### src/rtl/trng_pkg.sv
// Shared definitions for the TRNG entropy packer slice.
//   TRNG_WORD_W         : packed word width expected by the whitener
//   TRNG_RCT_CUTOFF_DEF : default repetition-count cutoff
//   TRNG_RCT_CNT_W      : width of the repetition run counter
//   vn_state_t          : von Neumann debiaser pair phase
package trng_pkg;

   localparam int unsigned TRNG_WORD_W         = 32;
   localparam int unsigned TRNG_RCT_CUTOFF_DEF = 40;
   localparam int unsigned TRNG_RCT_CNT_W      = 8;

   typedef enum logic {
      VN_FIRST  = 1'b0,
      VN_SECOND = 1'b1
   } vn_state_t;

endpackage

### src/rtl/trng_rct_monitor.sv
// Repetition-count health test on accepted raw samples.
//   clk, rst     : clock, synchronous active-high reset
//   sample       : raw sample value
//   sample_valid : sample is accepted this cycle
//   clr          : single-cycle clear of fail and the run counter
//   fail         : sticky failure flag
module trng_rct_monitor
   import trng_pkg::*;
#(
   parameter int unsigned RCT_CUTOFF = TRNG_RCT_CUTOFF_DEF
) (
   input  logic clk,
   input  logic rst,
   input  logic sample,
   input  logic sample_valid,
   input  logic clr,
   output logic fail
);

   localparam logic [TRNG_RCT_CNT_W-1:0] CUTOFF = TRNG_RCT_CNT_W'(RCT_CUTOFF);
   localparam logic [TRNG_RCT_CNT_W-1:0] ONE    = TRNG_RCT_CNT_W'(1);

   logic [TRNG_RCT_CNT_W-1:0] run_q;
   logic [TRNG_RCT_CNT_W-1:0] run_d;
   logic                      prev_q;
   logic                      trip;

   always_comb begin
      run_d = run_q;
      if (sample != prev_q) begin
         run_d = ONE;
      end else if (run_q != CUTOFF) begin
         run_d = run_q + ONE;
      end
      trip = sample_valid && (run_d == CUTOFF);
   end

   always_ff @(posedge clk) begin
      if (rst) begin
         run_q  <= '0;
         prev_q <= 1'b0;
         fail   <= 1'b0;
      end else begin
         if (sample_valid) begin
            prev_q <= sample;
            run_q  <= run_d;
         end
         // A trip on the same edge as a clear takes precedence.
         if (trip) begin
            fail <= 1'b1;
         end else if (clr) begin
            fail  <= 1'b0;
            run_q <= '0;
         end
      end
   end

endmodule

### src/rtl/trng_entropy_packer.sv
// Von Neumann debiaser + repetition-count health test + 32-bit word packer.
//   clk, rst    : clock, synchronous active-high reset
//   enable      : collection enable; low clears debiaser and accumulator
//   raw_bit     : raw entropy sample (already synchronised)
//   raw_valid   : raw_bit valid this cycle
//   out_data    : packed word (first debiased bit in MSB)
//   out_valid   : out_data holds an unconsumed word
//   out_ready   : consumer accepts the word
//   health_fail : sticky repetition-count failure
//   health_clr  : single-cycle clear for health_fail
//   overrun     : one-cycle pulse when a debiased bit is dropped
//   bit_count   : bits currently held in the accumulator, 0..32
module trng_entropy_packer
   import trng_pkg::*;
#(
   parameter int unsigned WORD_W     = TRNG_WORD_W,
   parameter int unsigned RCT_CUTOFF = TRNG_RCT_CUTOFF_DEF
) (
   input  logic              clk,
   input  logic              rst,
   input  logic              enable,
   input  logic              raw_bit,
   input  logic              raw_valid,
   output logic [WORD_W-1:0] out_data,
   output logic              out_valid,
   input  logic              out_ready,
   output logic              health_fail,
   input  logic              health_clr,
   output logic              overrun,
   output logic [5:0]        bit_count
);

   localparam logic [5:0] FULL_CNT = 6'(WORD_W);
   localparam logic [5:0] LAST_CNT = 6'(WORD_W - 1);

   vn_state_t         vn_state_q;
   vn_state_t         vn_state_d;
   logic              first_q;
   logic              accept;
   logic              pair_emit;
   logic              pair_bit;
   logic [WORD_W-1:0] acc;
   logic [WORD_W-1:0] hold_data;
   logic              hold_valid;
   logic              drain;
   logic              acc_full;
   logic              flush;

   assign accept   = raw_valid && enable && !health_fail;
   assign flush    = !enable || health_fail;
   assign drain    = hold_valid && out_ready;
   assign acc_full = (bit_count == FULL_CNT);

   assign out_data  = hold_data;
   assign out_valid = hold_valid;

   trng_rct_monitor #(
      .RCT_CUTOFF (RCT_CUTOFF)
   ) u_rct (
      .clk          (clk),
      .rst          (rst),
      .sample       (raw_bit),
      .sample_valid (accept),
      .clr          (health_clr),
      .fail         (health_fail)
   );

   // Debiaser: state register
   always_ff @(posedge clk) begin
      if (rst) begin
         vn_state_q <= VN_FIRST;
      end else begin
         vn_state_q <= vn_state_d;
      end
   end

   // Debiaser: next state
   always_comb begin
      vn_state_d = vn_state_q;
      if (flush) begin
         vn_state_d = VN_FIRST;
      end else if (accept) begin
         vn_state_d = (vn_state_q == VN_FIRST) ? VN_SECOND : VN_FIRST;
      end
   end

   // Debiaser: outputs (10 -> 1, 01 -> 0, equal pairs discarded)
   always_comb begin
      pair_emit = accept && (vn_state_q == VN_SECOND) && (first_q != raw_bit);
      pair_bit  = first_q;
   end

   always_ff @(posedge clk) begin
      if (rst) begin
         first_q <= 1'b0;
      end else if (accept && (vn_state_q == VN_FIRST)) begin
         first_q <= raw_bit;
      end
   end

   // Accumulator and holding register
   always_ff @(posedge clk) begin
      if (rst) begin
         acc        <= '0;
         bit_count  <= '0;
         hold_data  <= '0;
         hold_valid <= 1'b0;
         overrun    <= 1'b0;
      end else begin
         overrun <= 1'b0;
         if (drain) begin
            hold_valid <= 1'b0;
         end
         if (flush) begin
            acc       <= '0;
            bit_count <= '0;
         end else if (acc_full) begin
            if (drain) begin
               // Stalled word moves into the emptying holding register; a bit
               // arriving on that edge starts the next word instead of being lost.
               hold_data  <= acc;
               hold_valid <= 1'b1;
               if (pair_emit) begin
                  acc       <= {{(WORD_W-1){1'b0}}, pair_bit};
                  bit_count <= 6'd1;
               end else begin
                  acc       <= '0;
                  bit_count <= '0;
               end
            end else if (pair_emit) begin
               overrun <= 1'b1;
            end
         end else if (pair_emit) begin
            if ((bit_count == LAST_CNT) && (!hold_valid || drain)) begin
               hold_data  <= {acc[WORD_W-2:0], pair_bit};
               hold_valid <= 1'b1;
               acc        <= '0;
               bit_count  <= '0;
            end else begin
               acc       <= {acc[WORD_W-2:0], pair_bit};
               bit_count <= bit_count + 6'd1;
            end
         end
      end
   end

endmodule
### config.mk
export PLATFORM = sky130hd
export DESIGN_NAME = trng_entropy_packer
export DESIGN_NICKNAME = d
export VERILOG_FILES = /design/src/rtl/trng_pkg.sv /design/src/rtl/trng_rct_monitor.sv /design/src/rtl/trng_entropy_packer.sv
export SDC_FILE = /design/constraint.sdc
export NUM_CORES = 1
export LEC_CHECK = 0
export ABC_AREA = 0
export BUFFER_PORTS_ARGS = -buffer_cell sky130_fd_sc_hd__buf_4
export CAP_MARGIN = 0
export CORE_MARGIN = 8
export CORE_UTILIZATION = 37
export CTS_BUF_LIST = sky130_fd_sc_hd__clkbuf_8 sky130_fd_sc_hd__clkbuf_16
export DETAILED_ROUTE_END_ITERATION = 8
export HOLD_SLACK_MARGIN = 0.06
export PLACE_DENSITY_LB_ADDON = 0.2
export SETUP_SLACK_MARGIN = 0.5
export SKIP_CTS_REPAIR_TIMING = 1
export SLEW_MARGIN = 15
export SYNTH_ARGS = -nofsm -noshare
export SYNTH_HDL_FRONTEND = slang
export SYNTH_SLANG_ARGS = --single-unit
### constraint.sdc
create_clock -name clk -period 3.1 [get_ports clk]
set_input_delay 0.465 -clock clk [delete_from_list [all_inputs] [get_ports clk]]
set_output_delay 0.465 -clock clk [all_outputs]
set_load 0.1 [all_outputs]
-- Word level (Yosys, flattened, before mapping)
Cells that the tools add are included.
Widths: inputs -> output; s select.
- bits in registers: 84
- bits in latches: 0
- RAM bits: 0
- bits in read-only memories: 0
- output and inout port bits: 41
- logic and storage cells: 71
- memories: 0
- add/subtract/negate cells: 2
- $mul: 0
- div/mod/pow operators: 0
- magnitude comparators: 0
- equal/unequal tests: 7
- shift operators: 0
- muxes and demuxes: 29
- bitwise logic cells: 3
- reduce and logical (&&, ||, !) cells: 20
- operator list (kind ; number):
    $mux 32 ; 8
    $mux 8 ; 5
    $mux 6 ; 4
    $mux 1 ; 12
    $add 8x1->8 const B ; 1
    $eq 8x6->1 const B ; 1
    $logic_and 1x1->1 ; 8
    $ne 8x6->1 const B ; 1
    $add 6x1->6 const B ; 1
    $eq 6x5->1 const B ; 1
    $eq 6x6->1 const B ; 1
    $reduce_bool 2->1 ; 3
    $reduce_and 4->1 ; 1
    $reduce_or 4->1 ; 1
    $logic_not 1->1 ; 3
    $not 1->1 ; 3
    $logic_or 1x1->1 ; 2
    $ne 1x1->1 ; 2
    $ne 2x2->1 const B ; 1
    $reduce_and 2->1 ; 1
    $reduce_or 2->1 ; 1

-- Logic depth before layout (Yosys ltp)
Gate-level depths: netlist of the first run.
- word-level depth: 7
- depth in mapped cells: 10
- gate-level depth less buffers: 8

-- Cells and area by module
Synthesis of the first run repeated with hierarchy kept, for this count alone.
- cells, all modules: 443
- area total of the unflattened synthesis: 4056.4 um2
- by module, submodules not included (module ; times used ; cells each ; area each (um2) ; sequential area each (um2)):
    trng_entropy_packer ; 1 ; 359 ; 3349.5 ; 1481.4
    trng_rct_monitor ; 1 ; 84 ; 706.9 ; 200.2

-- Least setup slack after synthesis of the first run
OpenSTA, ideal clock, no wires.
- path type: register to register
- start: register bit_count[0]
- end: register bit_count[5]
- setup time: 0.070 ns
- data arrival time: 3.060 ns
- data required time: 3.030 ns
- setup slack: -0.031 ns
- stages on the path, launching flop included: 11
- path buffers: 2
- path through: dfxtp_1 inv_1 ha_1 nor4b_1 nand2_1 buf_2 a21boi_0 clkbuf_1 nand2_1 or4_1 a21oi_1
- longest elaborated chain between the ends: 5
- RTL lines (element ; RTL line ; source):
    start: declaration ; trng_entropy_packer.sv:30 ; output logic [5:0] bit_count
    start signal: assignment ; trng_entropy_packer.sv:141 ; bit_count <= bit_count + 6'd1;
    parallel branches: the longest is 5 deep, another holds $add 6x1->6 ; -- ;
Several ways; the timed one is not identified. The select of a mux whose other input is x is not followed.
A chain may end at the register's enable or synchronous reset.

-- Worst setup path after layout of the first run
- start: register u_rct.run_q[0]
- end: register u_rct.run_q[0]
- longest elaborated chain between the ends: 6
- RTL lines (element ; RTL line ; source):
    start: declaration ; trng_rct_monitor.sv:23 ; logic [TRNG_RCT_CNT_W-1:0] run_q;
    start signal: assignment ; trng_rct_monitor.sv:46 ; run_q <= run_d;
    $add 8x1->8 or $ne 8x6->1 (tied branches) ; trng_rct_monitor.sv:33, trng_rct_monitor.sv:32 ;
    $mux 8 ; trng_rct_monitor.sv:32 ; end else if (run_q != CUTOFF) begin
    $mux 8 ; trng_rct_monitor.sv:30 ; if (sample != prev_q) begin
    $eq 8x6->1 or $mux 8 (tied branches) ; trng_rct_monitor.sv:35, trng_rct_monitor.sv:44 ;
    $logic_and 1x1->1 or $mux 8 (tied branches) ; trng_rct_monitor.sv:35, trng_rct_monitor.sv:51 ;
    $mux 8 (*) ; trng_rct_monitor.sv:49 ; if (trip) begin
Every way passes the cells marked *; elsewhere a longest branch is shown, timed or not.

==> results.sh, run 1 <==
export IMPL_status="finished, final reports clean"
export IMPL_rsz0062_at_grt="false"
export IMPL_cts_root_buf="clkbuf_8"
export IMPL_critPathKind="flip-flop to flip-flop"
export IMPL_ys_ff_latch=84
export IMPL_regArea_um2=1690
export IMPL_ys_flop_type="dfxtp_1"
export IMPL_syn_nets=453
export IMPL_cap_violations=0
export IMPL_p_comb_frac=0.033
export IMPL_synth_edff_count=0
export IMPL_grt_ovfl_total=0
export IMPL_fin_crit_sh=0.809
export IMPL_r2r_slack_ns=0.59
export IMPL_setup_violations=0
export IMPL_dieWidth_um=117
export IMPL_hold_viol_final=0
export IMPL_firstDrtPassIters=4
export IMPL_die_h_um=117
export IMPL_final_cell_mix="79 x dfxtp_1, 54 x buf_4, 48 x nand2_1"
export IMPL_sequentialPowerShare=0.551
export IMPL_power_internal_uw=1500
export IMPL_ys_seq_area_frac=0.446
export IMPL_drc=0
export IMPL_area_growth_syn_to_layout_pct=18.1
export IMPL_grt_first_pass_wirelength_mm=14.6
export IMPL_min_from="raw_bit"
export IMPL_gp_congestion=0.826
export IMPL_crit_arrival_ns=2.77
export IMPL_setup_tns_ns=0
export IMPL_ff2ff_path_depth=8
export IMPL_grt_max_degree=65
export IMPL_drive_above_1_share=0.183
export IMPL_cp_max_fo=8
export IMPL_hold_end="first_q$_SDFFE_PP0P_"
export IMPL_rows=37
export IMPL_endpoint_kind="flip-flop"
export IMPL_dieArea_um2=13700
export IMPL_diodes=0
export IMPL_wirelength_mm=8.62
export IMPL_fmax_mhz=399
export IMPL_initial_core_util=0.374
export IMPL_cts_buffer_depth=2
export IMPL_final_max_slew_viol_count=0
export IMPL_fillers=1027
export IMPL_pwr_share_clk=0.417
export IMPL_cts_made_buffers=9
export IMPL_syn_instance_count=442
export IMPL_core_area_um2=10100
export IMPL_nets=482
export IMPL_drt_iter0_drc=165
export IMPL_worstReg2RegStart="u_rct.run_q[0]$_SDFF_PP0_"
export IMPL_vias=3128
export IMPL_clock_skew_ns=0.0131
export IMPL_hp_class="primary input to flip-flop"
export IMPL_whs_path_depth=3
export IMPL_cts_htree_levels=3
export IMPL_io_buffer_count=47
export IMPL_final_common_cell="dfxtp_1"
export IMPL_syn_area_per_cell_um2=8.53
export IMPL_async_flop_share=0
export IMPL_multi_input_area_um2=1940
export IMPL_cts_tree="done"
export IMPL_setup_ws_ns=0.594
export IMPL_clk_latency_ns=0.36
export IMPL_synth_cell_types=42
export IMPL_ys_warn_count=0
export IMPL_r2r_end="u_rct.run_q[0]$_SDFF_PP0_"
export IMPL_switchingPower_uw=465
export IMPL_worstSetupStartpointType="flip-flop"
export IMPL_antenna_found_initial=0
export IMPL_sw_frac_of_total=0.237
export IMPL_required_ns=3.36
export IMPL_antenna_left=0
export IMPL_p_per_area_nw_per_um2=441
export IMPL_viasPerCell=5.11
export IMPL_ir_drop_mv=0.210
export IMPL_clock_sinks=84
export IMPL_max_slew_margin=0.472
export IMPL_dpl_hpwl_mm=5.59
export IMPL_p_leak_uw=0.00168
export IMPL_tightest_slew_ns=0.791
export IMPL_dp_slack_ns=0.649
export IMPL_routedWlPerCell_um=14.1
export IMPL_cts_clk_slew_worst_paths_ns=0.09
export IMPL_netlist_area_um2=3770
export IMPL_pin_count=48
export IMPL_grt_pass1_vias=3012
export IMPL_grt_use_total=0.134
export IMPL_period_needed_ns=2.51
-- worst max path at each step --
stage / from / to / slack [ns] / cells after the start
floorplan: bit_count[0]$_SDFFE_PP0P_ / bit_count[5]$_SDFFE_PP0P_ / 0.53 / 10
global placement: bit_count[0]$_SDFFE_PP0P_ / out_data[22]$_SDFFE_PP0P_ / 0.65 / 10
detailed placement: bit_count[0]$_SDFFE_PP0P_ / out_data[16]$_SDFFE_PP0P_ / 0.65 / 10
CTS: bit_count[0]$_SDFFE_PP0P_ / out_data[0]$_SDFFE_PP0P_ / 0.58 / 10
global route: u_rct.run_q[0]$_SDFF_PP0_ / u_rct.run_q[0]$_SDFF_PP0_ / 0.51 / 8
finish: u_rct.run_q[0]$_SDFF_PP0_ / u_rct.run_q[0]$_SDFF_PP0_ / 0.59 / 8
-- synthesized netlist by cell type, types with 2 or more instances --
master    count  share of area
xor2_1        3         0.0070
o211ai_1      2         0.0040
nand2b_1      4         0.0066
nand2_1      49          0.049
nand3b_1      2         0.0040
ha_1          4          0.013
o21ai_0       7         0.0093
a211oi_1     34          0.068
inv_1         4         0.0040
buf_1         3         0.0030
a21boi_0      2         0.0040
or4_1         2         0.0040
nor4b_1       2         0.0046
xnor2_1       5          0.012
nand3_1      41          0.054
mux2i_1      34          0.090
or3_1         3         0.0050
a22oi_1       4         0.0080
buf_2         6         0.0080
buf_6         2         0.0060
nor3_1        9          0.012
a21oi_1      47          0.062
o21a_1        2         0.0040
nand4_1       2         0.0033
dfxtp_1      84           0.45
nor4_1        3         0.0050
nor2_1       41          0.041
clkbuf_1     26          0.026
or2_2         2         0.0033
-- flip-flops by register name, indices dropped and copies added (netlist names) --
register / flops
bit_count: 6
acc: 32
first_q: 1
out_data: 32
out_valid: 1
u_rct.prev_q: 1
vn_state_q: 1
overrun: 1
u_rct.run_q: 8
u_rct.fail: 1
-- power by group through the flow --
stage | clock network [uW] | logic, uW | registers [uW]
2_1_floorplan | 0 | 44.2 | 1110
3_3_place_gp | 0 | 64.8 | 1110
3_5_place_dp | 0 | 64.1 | 1110
4_1_cts | 850 | 64.4 | 1080
5_1_grt | 893 | 70.9 | 1080
6_report | 818 | 64.0 | 1080
-- critical path: stages, from the launching register on --
cell and delay [ns]:
dfxtp_1 0.40, inv_1 0.10, ha_1 0.13, or4b_1 0.41
or3_1 0.44, mux2i_1 0.20, nand4_1 0.15, o21a_2 0.32
a2111oi_4 0.27
-- through the flow --
stage | instances | total power (uW) | area [um^2] | utilization | hold WS (ns)
floorplan | 442 | 1150 | 3780 | - | 0.431
global placement | 596 | 1170 | 4240 | 0.420 | 0.439
detailed placement | 596 | 1170 | 4240 | 0.420 | 0.452
CTS | 612 | 2000 | 4450 | 0.441 | 0.374
global route | 612 | 2050 | 4450 | 0.441 | 0.396
finish | 612 | 1960 | 4450 | 0.441 | 0.398
-- per-layer routing --
layer | up-vias | track usage | part of all wire
li1 | 1632 | - | -
met1 | 1410 | 0.177 | 0.49
met2 | 74 | 0.202 | 0.44
met3 | 12 | 0.0277 | 0.049
met4 | 0 | 0.0666 | 0.017
met5 | - | 0 | 0
-- logic make-up (layout without fill, tap and decap cells) --
group / Yosys count / count (layout) / synth area share
and+or+nand+nor: 167 / 167 / 0.207
xor gates and xnor gates: 8 / 8 / 0.0186
buffers and inverters: 41 / 75 / 0.0468
muxes: 35 / 35 / 0.0933
DFF: 84 / 84 / 0.446
adders and majority gates: 4 / 4 / 0.0133
AOI/OAI and AO/OA: 103 / 103 / 0.175
-- cell type report --
| class | count | share of cell area |
|---|---|---|
| Clock buffer | 10 | 0.0309 |
| Clock inverter | 6 | 0.0155 |
| Inverter | 4 | 0.00337 |
| Multi-Input combinational cell | 317 | 0.436 |
| Sequential cell | 84 | 0.380 |
| Tap cell | 136 | 0.0382 |
| Timing Repair Buffer | 55 | 0.0955 |
Power figures use the tool's default switching activity.
==> run 2: changes to the inputs <==
Clock period 3.1 ns to 2.5 ns, I/O delays scaled along.
==> run 2 against run 1 <==
Net effect: core utilization rose by 5.6 points; routed wire length grew 11%; worst setup slack worse by 0.42 ns; global-route usage is 0.46 points lower; critical endpoint unchanged; largest power group unchanged; highest routed layer unchanged.
==> results.sh, run 2 (synthesized netlist as in run 1, its figures left out) <==
export IMPL_status="finished, final reports clean"
export IMPL_setup_tns_ns=0
export IMPL_rsz0062_at_grt="true"
export IMPL_cts_root_buf="clkbuf_8"
export IMPL_io_buffer_count=47
export IMPL_final_common_cell="dfxtp_1"
export IMPL_final_cell_mix="74 x dfxtp_1, 64 x buf_4, 48 x nand2_1"
export IMPL_firstDrtPassIters=6
export IMPL_drive_above_1_share=0.304
export IMPL_antenna_left=0
export IMPL_drt_iter0_drc=169
export IMPL_dieArea_um2=13700
export IMPL_die_h_um=117
export IMPL_grt_pass1_vias=3034
export IMPL_endpoint_kind="flip-flop"
export IMPL_clock_skew_ns=0.0108
export IMPL_cp_max_fo=8
export IMPL_clk_latency_ns=0.35
export IMPL_cts_made_buffers=9
export IMPL_grt_use_total=0.129
export IMPL_fin_crit_sh=0.932
export IMPL_routedWlPerCell_um=15.0
export IMPL_antenna_found_initial=0
export IMPL_required_ns=2.75
export IMPL_pin_count=48
export IMPL_rows=37
export IMPL_crit_arrival_ns=2.58
export IMPL_fillers=979
export IMPL_hold_viol_final=0
export IMPL_tightest_slew_ns=0.799
export IMPL_cts_buffer_depth=2
export IMPL_total_power_uw=2410
export IMPL_regArea_um2=1710
export IMPL_setup_violations=0
export IMPL_cap_violations=0
export IMPL_drc=0
export IMPL_max_slew_margin=0.468
export IMPL_fmax_mhz=429
export IMPL_worstSetupStartpointType="flip-flop"
export IMPL_cts_htree_levels=3
export IMPL_dpl_hpwl_mm=5.68
export IMPL_clock_sinks=84
export IMPL_multi_input_area_um2=2150
export IMPL_grt_max_degree=42
export IMPL_ir_drop_mv=0.241
export IMPL_dieWidth_um=117
export IMPL_period_needed_ns=2.33
export IMPL_grt_ovfl_total=0
export IMPL_diodes=0
export IMPL_p_per_area_nw_per_um2=480
export IMPL_critPathKind="flip-flop to flip-flop"
export IMPL_cts_tree="done"
export IMPL_hp_class="primary input to flip-flop"
export IMPL_grt_first_pass_wirelength_mm=14.2
export IMPL_initial_core_util=0.374
export IMPL_gp_congestion=0.907
export IMPL_p_leak_uw=0.00194
export IMPL_area_growth_syn_to_layout_pct=33.1
export IMPL_vias=3333
export IMPL_final_max_slew_viol_count=0
export IMPL_viasPerCell=5.22
export IMPL_cts_clk_slew_worst_paths_ns=0.09
export IMPL_core_area_um2=10100
export IMPL_nets=509
export IMPL_wirelength_mm=9.60
-- run 2: cell count changes in the layout (fill, tap and decap cells not counted), sizes merged --
cell      previous run  this run
buf                 55        78
clkbuf              10        13
clkinvlp             1         2
-- run 2: final cells by class --
type / count / area share
Multi-Input combinational cell: 317 / 0.428
Sequential cell: 84 / 0.340
Timing Repair Buffer: 82 / 0.154
Tap cell: 136 / 0.0339
Clock buffer: 9 / 0.0247
Clock inverter: 7 / 0.0150
Inverter: 4 / 0.00499
-- run 2: path summary, 6_finish.rpt --
check                                               start                   endpoint  slack (ns)  cells past startpoint
worst min-delay path                              raw_bit       first_q$_SDFFE_PP0P_        0.31                      3
worst max register to register  u_rct.run_q[0]$_SDFF_PP0_  u_rct.run_q[0]$_SDFF_PP0_        0.17                      8
worst min register to register       acc[31]$_SDFFE_PP0P_       acc[31]$_SDFFE_PP0P_        0.46                      2
worst max-delay path            u_rct.run_q[0]$_SDFF_PP0_  u_rct.run_q[0]$_SDFF_PP0_        0.17                      8
-- run 2: per-stage QoR --
stage	hold WS [ns]	instance area [um^2]	setup slack [ns]	cells	utilization
2_1_floorplan	0.431	3970	0.261	442	-
3_3_place_gp	0.437	4360	0.272	600	0.432
3_5_place_dp	0.449	4360	0.219	600	0.432
4_1_cts	0.295	4560	0.202	616	0.452
5_1_grt	0.302	5020	0.0475	639	0.497
6_report	0.307	5020	0.171	639	0.497
-- run 2: power by group --
part | total, uW | switching, uW | internal, uW
Clock | 984 | 517 | 467
Sequential | 1340 | 3.83 | 1330
Combinational | 86.9 | 59.3 | 27.5
Total | 2410 | 580 | 1830
-- run 2: critical path, stage by stage (launching register included) --
cell and delay, ns:
dfxtp_4 0.38, inv_4 0.07, ha_4 0.11, or4b_1 0.45, or3_4 0.41, mux2i_1 0.16, nand4_1 0.18, o21a_4 0.30
a2111oi_4 0.17
-- run 2: metal layers --
layer  wire (um)  global-route usage  vias to the layer above  part of all wire
li1            -                   -                     1686                 -
met1        4460               0.163                     1552              0.46
met2        4500               0.207                       87              0.47
met3         549              0.0349                        8             0.057
met4          86              0.0452                        0            0.0090
met5           0                   0                        -                 0
==> run 3: changes to the inputs <==
Settings changed: BUFFER_PORTS_ARGS -buffer_cell sky130_fd_sc_hd__buf_4 to default, DONT_BUFFER_PORTS from default to 1.
==> run 3 against run 2 <==
Net effect: sequential share of layout area down 2.8 points; final cell count did not move; design area is 8.9% higher; clock skew increased by 0.0030 ns; count of clock-buffer cells in the layout is the same; non-clock buffer count increased by 1; clock power grew 0.8%; first-iteration DRC count decreased by 11%; global-route usage up 0.60 points; worst hold slack got worse by 0.23 ns; core utilization grew 4.4 points; sequential power about the same; critical path type unchanged; critical endpoint unchanged.
==> results.sh, run 3 (synthesized netlist as in run 1, its figures left out) <==
export IMPL_status="finished, final reports clean"
export IMPL_grt_ovfl_total=0
export IMPL_setup_violations=0
export IMPL_dieWidth_um=117
export IMPL_period_needed_ns=2.33
export IMPL_cts_clk_slew_worst_paths_ns=0.09
export IMPL_fillers=903
export IMPL_setup_tns_ns=0
export IMPL_max_slew_margin=0.535
export IMPL_cts_made_buffers=9
export IMPL_final_cell_mix="74 x dfxtp_1, 53 x buf_4, 47 x nand2_1"
export IMPL_dieArea_um2=13700
export IMPL_critPathKind="flip-flop to flip-flop"
export IMPL_diodes=0
export IMPL_cts_htree_levels=3
export IMPL_die_h_um=117
export IMPL_cts_root_buf="clkbuf_8"
export IMPL_dpl_hpwl_mm=5.71
export IMPL_grt_pass1_vias=3070
export IMPL_clock_sinks=84
export IMPL_cp_max_fo=6
export IMPL_hold_viol_final=0
export IMPL_p_per_area_nw_per_um2=443
export IMPL_initial_core_util=0.374
export IMPL_clock_skew_ns=0.0138
export IMPL_pin_count=48
export IMPL_drc=0
export IMPL_area_growth_syn_to_layout_pct=44.9
export IMPL_antenna_left=0
export IMPL_fin_util=0.541
export IMPL_rsz0062_at_grt="true"
export IMPL_wirelength_mm=11.5
export IMPL_cts_tree="done"
export IMPL_worstSetupStartpointType="flip-flop"
export IMPL_required_ns=2.75
export IMPL_core_area_um2=10100
export IMPL_cts_buffer_depth=2
export IMPL_rows=37
export IMPL_clk_latency_ns=0.36
export IMPL_cap_violations=0
export IMPL_gp_congestion=0.843
export IMPL_fmax_mhz=430
export IMPL_crit_arrival_ns=2.58
export IMPL_firstDrtPassIters=4
export IMPL_p_leak_uw=0.00203
export IMPL_drt_iter0_drc=151
export IMPL_ir_drop_mv=0.289
export IMPL_drive_above_1_share=0.404
export IMPL_viasPerCell=5.45
export IMPL_nets=510
export IMPL_regArea_um2=1710
export IMPL_routedWlPerCell_um=18.1
export IMPL_fin_crit_sh=0.931
export IMPL_vias=3484
export IMPL_grt_max_degree=65
export IMPL_final_max_slew_viol_count=0
export IMPL_antenna_found_initial=0
export IMPL_grt_first_pass_wirelength_mm=14.7
export IMPL_grt_use_total=0.135
export IMPL_final_common_cell="dfxtp_1"
export IMPL_endpoint_kind="flip-flop"
export IMPL_multi_input_area_um2=2470
export IMPL_tightest_slew_ns=0.692
export IMPL_io_buffer_count=0
export IMPL_hp_class="primary input to flip-flop"
==> run 3: per-layer routing <==
metal | vias to the layer above | share of wire | global-route usage
met5 | - | 0 | 0
met4 | 0 | 0.024 | 0.0563
met3 | 19 | 0.075 | 0.0493
met2 | 94 | 0.49 | 0.216
met1 | 1680 | 0.41 | 0.160
li1 | 1691 | - | -
==> run 3: worst max-delay path, stage by stage (launching register included) <==
cell and delay (ns):
dfxtp_4 0.38, inv_4 0.06, ha_4 0.11, or4b_1 0.43, or3_4 0.41, buf_6 0.15, nand3_4 0.06, a21oi_4 0.05
or2_4 0.31, a2111oi_4 0.26
==> run 3: power by group <==
part / switching (uW) / internal (uW) / total [uW]
Combinational: 57.2 / 33.5 / 90.8
Sequential: 3.74 / 1330 / 1340
Clock: 524 / 468 / 992
Total: 585 / 1840 / 2420
==> run 3: final timing paths <==
path / slack, ns / from / cells past startpoint / endpoint
hold reg to reg: 0.48 / acc[31]$_SDFFE_PP0P_ / 2 / acc[31]$_SDFFE_PP0P_
setup / recovery: 0.17 / u_rct.run_q[0]$_SDFF_PP0_ / 9 / u_rct.run_q[0]$_SDFF_PP0_
hold / removal: 0.08 / rst / 1 / out_data[25]$_SDFFE_PP0P_
setup reg to reg: 0.17 / u_rct.run_q[0]$_SDFF_PP0_ / 9 / u_rct.run_q[0]$_SDFF_PP0_
==> run 3: area by class of cell <==
type,count,area share
clock buffer,9,0.0227
clock inverter,6,0.0135
inverter,4,0.00366
multi-input combinational,317,0.452
sequential,84,0.312
tap,136,0.0311
timing repair buffer,83,0.164
==> run 3: stage by stage <==
step                      cells  hold slack (ns)  instance area [um^2]  worst slack (ns)  power [uW]
after floorplan             442            0.431                  3970             0.261        1430
after global placement      592            0.437                  4300             0.274        1430
after detailed placement    592            0.451                  4300             0.208        1430
after CTS                   607           0.0603                  4500             0.178        2420
after global routing        639           0.0621                  5460            0.0862        2500
final                       639           0.0787                  5460             0.172        2420
